[src/rtl/bcd_pkg.sv]
// Shared definitions for the BCD <-> binary conversion paths: FSM states,
// digit-adjust constants and the binary width needed for a given digit count.
package bcd_pkg;

   typedef enum logic [1:0] {
      IDLE  = 2'd0,
      SHIFT = 2'd1,
      DONE  = 2'd2
   } bcd_state_e;

   localparam logic [3:0] ADJ_THRESH = 4'd8;
   localparam logic [3:0] ADJ_VAL    = 4'd3;
   localparam logic [3:0] MAX_DIGIT  = 4'd9;

   // Minimum binary width that can hold 10^digits - 1.
   function automatic int bcd_bin_width(input int digits);
      case (digits)
         1:       return 4;
         2:       return 7;
         3:       return 10;
         default: return 14;
      endcase
   endfunction

endpackage

[src/rtl/bcd_digit_adj.sv]
// Reverse double-dabble digit correction: a digit that reads 8 or more after
// the right shift had a carry-in worth 8 that is really 5, so subtract 3.
module bcd_digit_adj
   import bcd_pkg::*;
(
   input  logic [3:0] digit_i,
   output logic [3:0] digit_o
);

   assign digit_o = (digit_i >= ADJ_THRESH) ? (digit_i - ADJ_VAL) : digit_i;

endmodule

[src/rtl/bcd_to_binary.sv]
// Sequential BCD-to-binary converter (reverse double-dabble, one shift per cycle).
// Optional input digit checking is enabled with `define BCD_TO_BINARY_CHECK_EN.
module bcd_to_binary
   import bcd_pkg::*;
#(
   parameter int DIGITS = 4
) (
   input  logic                  clk,
   input  logic                  rst_n,
   input  logic                  in_valid,
   output logic                  in_ready,
   input  logic [4*DIGITS-1:0]   in_bcd,
   output logic                  out_valid,
   input  logic                  out_ready,
   output logic [4*DIGITS-1:0]   out_bin,
   output logic                  out_err,
   output logic [1:0]            dbg_state_o,
   output logic [4*DIGITS-1:0]   dbg_sr_o,
   output logic [3:0]            dbg_cnt_o
);

   localparam int W     = 4 * DIGITS;
   localparam int ITERS = bcd_bin_width(DIGITS);
   localparam logic [3:0] LAST_CNT = 4'(ITERS - 1);

   bcd_state_e        state_q, state_d;
   logic [W-1:0]      sr_q, sr_d;
   logic [ITERS-1:0]  res_q, res_d;
   logic [3:0]        cnt_q, cnt_d;

   logic [W-1:0]      sr_shift;
   logic [W-1:0]      sr_adj;

   assign sr_shift = sr_q >> 1;

   for (genvar g = 0; g < DIGITS; g++) begin : g_adj
      bcd_digit_adj u_adj (
         .digit_i (sr_shift[4*g +: 4]),
         .digit_o (sr_adj[4*g +: 4])
      );
   end

`ifdef BCD_TO_BINARY_CHECK_EN
   logic err_q, err_d;
   logic in_bad;

   always_comb begin
      in_bad = 1'b0;
      for (int i = 0; i < DIGITS; i++) begin
         if (in_bcd[4*i +: 4] > MAX_DIGIT) in_bad = 1'b1;
      end
   end

   always_ff @(posedge clk or negedge rst_n) begin
      if (!rst_n) err_q <= 1'b0;
      else        err_q <= err_d;
   end

   assign out_err = err_q;
`else
   assign out_err = 1'b0;
`endif

   always_ff @(posedge clk or negedge rst_n) begin
      if (!rst_n) begin
         state_q <= IDLE;
         sr_q    <= '0;
         res_q   <= '0;
         cnt_q   <= '0;
      end else begin
         state_q <= state_d;
         sr_q    <= sr_d;
         res_q   <= res_d;
         cnt_q   <= cnt_d;
      end
   end

   always_comb begin
      state_d = state_q;
      sr_d    = sr_q;
      res_d   = res_q;
      cnt_d   = cnt_q;
`ifdef BCD_TO_BINARY_CHECK_EN
      err_d   = err_q;
`endif
      case (state_q)
         IDLE: begin
            if (in_valid) begin
               sr_d    = in_bcd;
               res_d   = '0;
               cnt_d   = '0;
               state_d = SHIFT;
`ifdef BCD_TO_BINARY_CHECK_EN
               err_d = in_bad;
               // A bad word never enters the shifter; report it straight away.
               if (in_bad) begin
                  sr_d    = '0;
                  state_d = DONE;
               end
`endif
            end
         end
         SHIFT: begin
            // {sr,res} >> 1: the LSB of sr drops into the top of res.
            sr_d  = sr_adj;
            res_d = {sr_q[0], res_q[ITERS-1:1]};
            cnt_d = cnt_q + 4'd1;
            if (cnt_q == LAST_CNT) state_d = DONE;
         end
         DONE: begin
            if (out_ready) state_d = IDLE;
         end
         default: state_d = IDLE;
      endcase
   end

   assign in_ready    = (state_q == IDLE);
   assign out_valid   = (state_q == DONE);
   assign out_bin     = W'(res_q);
   assign dbg_state_o = state_q;
   assign dbg_sr_o    = sr_q;
   assign dbg_cnt_o   = cnt_q;

endmodule

[config.mk]
export PLATFORM = sky130hd
export DESIGN_NAME = bcd_to_binary
export DESIGN_NICKNAME = d
export VERILOG_FILES = /design/src/rtl/bcd_pkg.sv /design/src/rtl/bcd_digit_adj.sv /design/src/rtl/bcd_to_binary.sv
export SDC_FILE = /design/constraint.sdc
export NUM_CORES = 1
export LEC_CHECK = 0
export ABC_AREA = 1
export BUFFER_PORTS_ARGS = -buffer_cell sky130_fd_sc_hd__buf_2
export CORE_UTILIZATION = 55
export DETAILED_ROUTE_END_ITERATION = 7
export GPL_TIMING_DRIVEN = 0
export PLACE_DENSITY = 0.93
export SLEW_MARGIN = 20
export SYNTH_ARGS = -nofsm -noshare
export SYNTH_HDL_FRONTEND = slang
export SYNTH_SLANG_ARGS = --single-unit
[constraint.sdc]
create_clock -name clk -period 2.8 [get_ports clk]
set_input_delay 0.14 -clock clk [delete_from_list [all_inputs] [get_ports clk]]
set_output_delay 0.14 -clock clk [all_outputs]
set_load 0.01 [all_outputs]
# --- Word-level counts from Yosys, hierarchy flattened ---
# Cells that the tools add are included.
classes:
  add_sub_neg: 5
  order_cmp: 4
  n_eq_ne: 6
  muxes: 14
  reduce_logical: 4
op_table:
  columns: ["op", "count"]
  rows:
  - ["case mux 16 bit (2 select lines)", 1]
  - ["case mux 14 bit (2 select lines)", 1]
  - ["two-way mux 4 bit", 5]
  - ["two-way mux 16 bit", 1]
  - ["two-way mux 14 bit", 1]
  - ["greater-or-equal comparator 4 bit, second input constant", 3]
  - ["subtractor 4 x 2 -> 4 bit, second input constant", 3]
  - ["case mux 4 bit (2 select lines)", 1]
  - ["two-way mux 2 bit", 3]
  - ["case mux 2 bit (3 select lines)", 1]
  - ["adder 4 x 1 -> 4 bit, second input constant", 1]
  - ["== test 4 bit, second input constant", 1]
  - ["greater-or-equal comparator 3 x 4 -> 1 bit, second input constant", 1]
  - ["inequality test 2 bit, second input constant", 2]
  - ["subtractor 3 x 2 -> 4 bit, second input constant", 1]
  - ["AND reduction 3 bit", 1]
  - ["== test 2 x 1 -> 1 bit, second input constant", 1]
  - ["== test 2 bit, second input constant", 1]
  - ["zero test 2 bit", 1]
  - ["inequality test 2 x 1 -> 1 bit, second input constant", 1]
  - ["AND reduction 2 bit", 1]
  - ["nonzero test 2 bit", 1]
totals:
  regBits: 36
  in_bits: 20
  elab_cells: 37

# --- Depth between registers and ports, before layout ---
logic_depth:
  ltp_word: 3
  depth_mapped: 8
  ltp_nobuf: 8

# --- Modules after synthesis ---
# Synthesis repeated with hierarchy kept, for this count alone.
hier_totals:
  hier_cells: 283
  area_unflattened_um2: 2109.5
modules_own_cells:
  columns: ["mod", "n_inst", "cells_each", "area_per_inst_um2"]
  rows:
  - ["bcd_to_binary", 1, 219, 1754.2]
  - ["bcd_digit_adj", 4, 16, 88.8]

# --- Worst setup path before layout ---
# OpenSTA, ideal clock, no wires.
synth_path:
  kind: "register to register"
  from: "reg sr_q[9] (netlist: dbg_sr_o[9])"
  to: "reg sr_q[9] (netlist: dbg_sr_o[9])"
  setup_ps: 123
  t_arrival_ps: 1075
  path_slack_ps: 1603
  stages_incl_launch_ff: 7
  n_path_buf: 0
  synth_period_minus_slack_ps: 1197
  path_cell_list: "dfrtp_1 inv_1 ha_1 inv_1 nand2_1 nand3_1 a21oi_2"
synth_between:
  elab_chain_cells: 3
  word_cells_on_any_way: 4
  classes_between: "1 x add/sub; 1 x order compare; 2 x mux"
synth_lines:
  columns: ["element", "line", "rtl"]
  rows:
  - ["start, declared", "bcd_to_binary.sv:27", "logic [W-1:0] sr_q, sr_d;"]
  - ["start signal, assigned", "bcd_to_binary.sv:72", "sr_q <= sr_d;"]
  - ["subtractor 4 x 2 -> 4 bit or greater-or-equal comparator 4 bit (tied branches)", "bcd_digit_adj.sv:10", "assign digit_o = (digit_i >= ADJ_THRESH) ? (digit_i - ADJ_VAL) : digit_i;"]
  - ["two-way mux 4 bit *", "bcd_digit_adj.sv:10", null]
  - ["case mux 16 bit (2 select lines) *", "bcd_to_binary.sv:86", "case (state_q)"]
# Mark *: on every way between the ends. The rest lies on a longest branch, timed or not.
# A chain may end at the register's enable or synchronous reset.

# --- Worst setup path in the final report ---
layout_path:
  from: "reg state_q[1] (netlist: dbg_state_o[1])"
  to: "out out_valid"
layout_between:
  elab_chain_cells: 1
layout_lines:
  columns: ["element", "line", "rtl"]
  rows:
  - ["start, declared", "bcd_to_binary.sv:26", "bcd_state_e state_q, state_d;"]
  - ["start signal, assigned", "bcd_to_binary.sv:71", "state_q <= state_d;"]
  - ["== test 2 bit", "bcd_to_binary.sv:118", "assign out_valid = (state_q == DONE);"]
  - ["end, declared", "bcd_to_binary.sv:13", "output logic out_valid,"]
# No other way between the ends.

==> Flow_metrics.wiki <==
{| class="wikitable"
! Metric !! Value
|-
| Number of global-route vias before repair || 1691
|-
| Post-route worst setup slack || 1.44 ns
|-
| Remaining design rule violation count || 0
|-
| Highest routed metal layer || met4
|-
| Crit Reg-Reg Startpoint || dbg_sr_o[5]
|-
| Clk_skew || 0.00221 ns
|-
| Post-cts repair resize count || 0
|-
| Worst-case setup slack after placement || 1.58 ns
|-
| Result of the run || complete, no violations
|-
| Standard-cell rows || 21
|-
| Pins Over Slew Limit || 0
|-
| Clk sinks || 36
|-
| Clock Pin Slew Worst Setup and Hold Paths || about 0.070 ns
|-
| Global-route wire length before repair || ~7800 microns
|-
| MaxCap Viol Count || 0
|-
| Origin of the worst setup path || dbg_state_o[1]
|-
| Routed wire length per instance || roughly 14 microns
|-
| Worst R2R Setup Slack || between 1.5 and 2 ns
|-
| Maximum resistive drop on vdd || 0.000613 V
|-
| Power density over the cells || 1230 mW/mm^2
|-
| Final nets || 319
|-
| Clock latency on the worst-skew pair || 0.29 ns
|-
| Post-synthesis area per instance || between 9 and 10 sq um
|-
| Leading cell types by total area after synthesis || dfrtp_1 (44%), nand2_1 (8.7%), nand3_1 (8.4%)
|-
| Initial antenna violation count || 0
|-
| Initial Util || 0.590
|-
| Post-CTS Setup Repair Bufs || 0
|-
| Data arrival at the endpoint of the critical path || 1.22 ns
|-
| Number of enable flip-flop cells after synthesis || 0
|-
| Share of the synthesized netlist area taken by xor and xnor gates || 0
|-
| CTS tree || yes
|-
| Setup tns final || 0 ns
|-
| Number of buffers between clock root and the deepest sink || 2
|-
| Total die area || 0.00394 sq mm
|-
| Share of post-route cells with drive strength above 1 || 0.366
|-
| Initial detailed-routing violation count || ~110
|-
| Endpoint kind of the worst setup timing path || output port
|-
| Most used standard cells in the synthesized netlist || nand2_1 (47), dfrtp_1 (36), nand3_1 (34), inv_1 (32), o22ai_2 (13)
|-
| Placer congestion estimate || about 0.80
|-
| Overall die height || ~63 microns
|-
| Critical Setup Path Class || reg -> out
|-
| Post-synthesis async set-or-reset flop share || 1.00
|-
| Number of vias after detailed routing || 1814
|-
| Post-route clock period utilization || 0.487
|-
| Final cell utilization of the core || 0.726
|-
| Standard cell area after detailed placement || 0.00238 sq mm
|-
| Port Buf Inserts || 57
|-
| Area of the mapped netlist || 0.00203 sq mm
|-
| Static leakage || around 0.0013 uW
|-
| Compound-gate portion of the synthesized area || 0.142
|-
| Number of placed cells counting well taps || about 330
|-
| Root Buffer Master || clkbuf_8
|-
| Final std cells w/o fill || 338
|-
| Detailed placement HPWL || 3240 microns
|-
| Routed Wire Length || 4770 microns
|-
| Hold Startpoint || out_ready
|-
| Top cell type's share of synthesized area || 0.444
|-
| Syn Inst Count || between 200 and 250
|-
| Antenna Cells || 0
|-
| Met2 WL || 2330 microns
|-
| Largest net degree at the start of global routing || 37
|-
| Post-route cell area || 0.00250 sq mm
|-
| Worst slew margin relative to its limit || 0.465
|-
| Number of H-tree levels || 2
|-
| Ys Warns || 0
|-
| Multiplexer area fraction after synthesis || 0
|-
| Leading cell type by number of instances after synthesis || nand2_1
|-
| Simple logic cell fraction of the synthesized area || 0.242
|-
| Category of the worst setup path launch point || flip-flop
|-
| Arithmetic-cell share of the synthesized area counting full adders, half adders and majority gates || 0.0493
|-
| Unrepaired setup endpoints after global routing || no
|-
| Floorplan core area || 0.00344 sq mm
|-
| Slew of the pin with the lowest slew margin || about 0.80 ns
|-
| Dominant combinational cell family by area after synthesis || simple AND/OR/NAND/NOR gates
|-
| Horizontal die dimension || 62.8 microns
|-
| Count of endpoints failing setup in the final report || 0
|-
| Most area-hungry cell type in the Yosys netlist || dfrtp_1
|-
| Maximum clock frequency || roughly 0.73 GHz
|-
| Total CTS buffers || 5
|-
| Sum of overflow across all layers after global routing || 0
|-
| Amount of wire on met3 after detailed routing || 359 microns
|-
| Sequential cell area fraction in the yosys report || 0.444
|-
| GRT Resource Usage Total || 0.259
|-
| Synthesis-to-layout area growth || 23.0%
|-
| Number of register bits inferred by synthesis || 36
|-
| First-pass iteration count of the detailed router || 5
|-
| Critical path peak fanout || 4
|-
| Path type of the worst min-delay path || in -> reg
|-
| Antenna Violating Nets Remaining || 0
|-
| Ports placed on the boundary || 61
|-
| Number of distinct standard cells referenced by the synthesized netlist || 23
|-
| Most used flip-flop cell after synthesis || dfrtp_1
|-
| Via density || 5.37
|-
| Sum of routed wire segments on met1 || 1980 microns
|-
| Time the final worst path needs with I/O delays and setup || 1.36 ns
|-
| Count of final hold-check violations || 0
|-
| Required time of the critical path || 2.66 ns
|}
[sequential cells by signal (all words and copies together) (netlist names)]
| register | flops |
|---|---|
| dbg_cnt_o | 4 |
| dbg_sr_o | 16 |
| dbg_state_o | 2 |
| res_q | 14 |
[placed cells by master, fill, tap and decap left out, drive strengths merged]
cell | netlist | layout
conb | 1 | 3
o22ai | 14 | 14
nand2 | 51 | 51
a21oi | 5 | 5
dfrtp | 36 | 36
dlygate4sd3 | 0 | 1
ha | 8 | 8
clkbuf | 0 | 6
buf | 11 | 68
nand3 | 34 | 34
bufinv | 0 | 1
clkinv | 0 | 1
o21ai | 12 | 12
nor2 | 16 | 16
nand4 | 1 | 1
inv | 35 | 35
[layout make-up]
type                    instances  area (sq um)
plain buffers                  11           114
fillers                       267           943
repair buffers                 58           295
clock inverters                 2          35.0
multi-input cells             144           890
flip-flops and latches         36           901
inverters                      35           134
well taps                      46          57.6
clock buffers                   6          72.6
[cell families (layout without fill, tap and decap cells)]
family	Yosys count	in the layout
buffers and inverters	46	112
flip-flops	36	36
AND/OR/NAND/NOR	102	102
adder cells (fa/ha/maj)	8	8
AO/OA/AOI/OAI	31	31
other	1	3
[final timing paths]
path / endpoint / cells past startpoint
min reg2reg: res_q[0] / 2
max in group asynchronous: res_q[9] / 2
max reg2reg: dbg_sr_o[5] / 6
min in group asynchronous: dbg_sr_o[6] / 2
min: dbg_state_o[1] / 2
max: out_valid / 3
[per-stage QoR]
step | total power, uW | hold WS (ns)
6_report | 3090 | 0.0512
2_1_floorplan | 2120 | -0.156
3_3_place_gp | 2540 | 0.267
4_1_cts | 3090 | 0.0378
3_5_place_dp | 2620 | 0.265
5_1_grt | 3310 | 0.0410
[metal layers]
| metal | GRT usage | up-vias |
|---|---|---|
| met2 | 0.424 | 111 |
| met5 | 0 | - |
| met1 | 0.321 | 845 |
| met4 | 0.122 | 0 |
| met3 | 0.0639 | 10 |
| li1 | - | 848 |
[what timing repair did]
item	4_1_cts	5_1_grt
endpoints found under the setup margin	0	0
hold buffers	1	0
hold endpoints to repair	36	0
[report_power, final]
| group | switching, uW | internal, uW | leakage [uW] |
|---|---|---|---|
| combinational | 939 | 685 | 0.000819 |
| clock | 182 | 264 | 0.0000552 |
| sequential | 261 | 753 | 0.000459 |
| total | 1380 | 1700 | 0.00133 |
[worst max-delay path, cell delays in order, from the launching register on]
cell and delay, ns:
dfrtp_1 0.45, inv_2 0.11, nor2_1 0.20, buf_2 0.17
No activity file was read; power rests on OpenSTA's default activity.
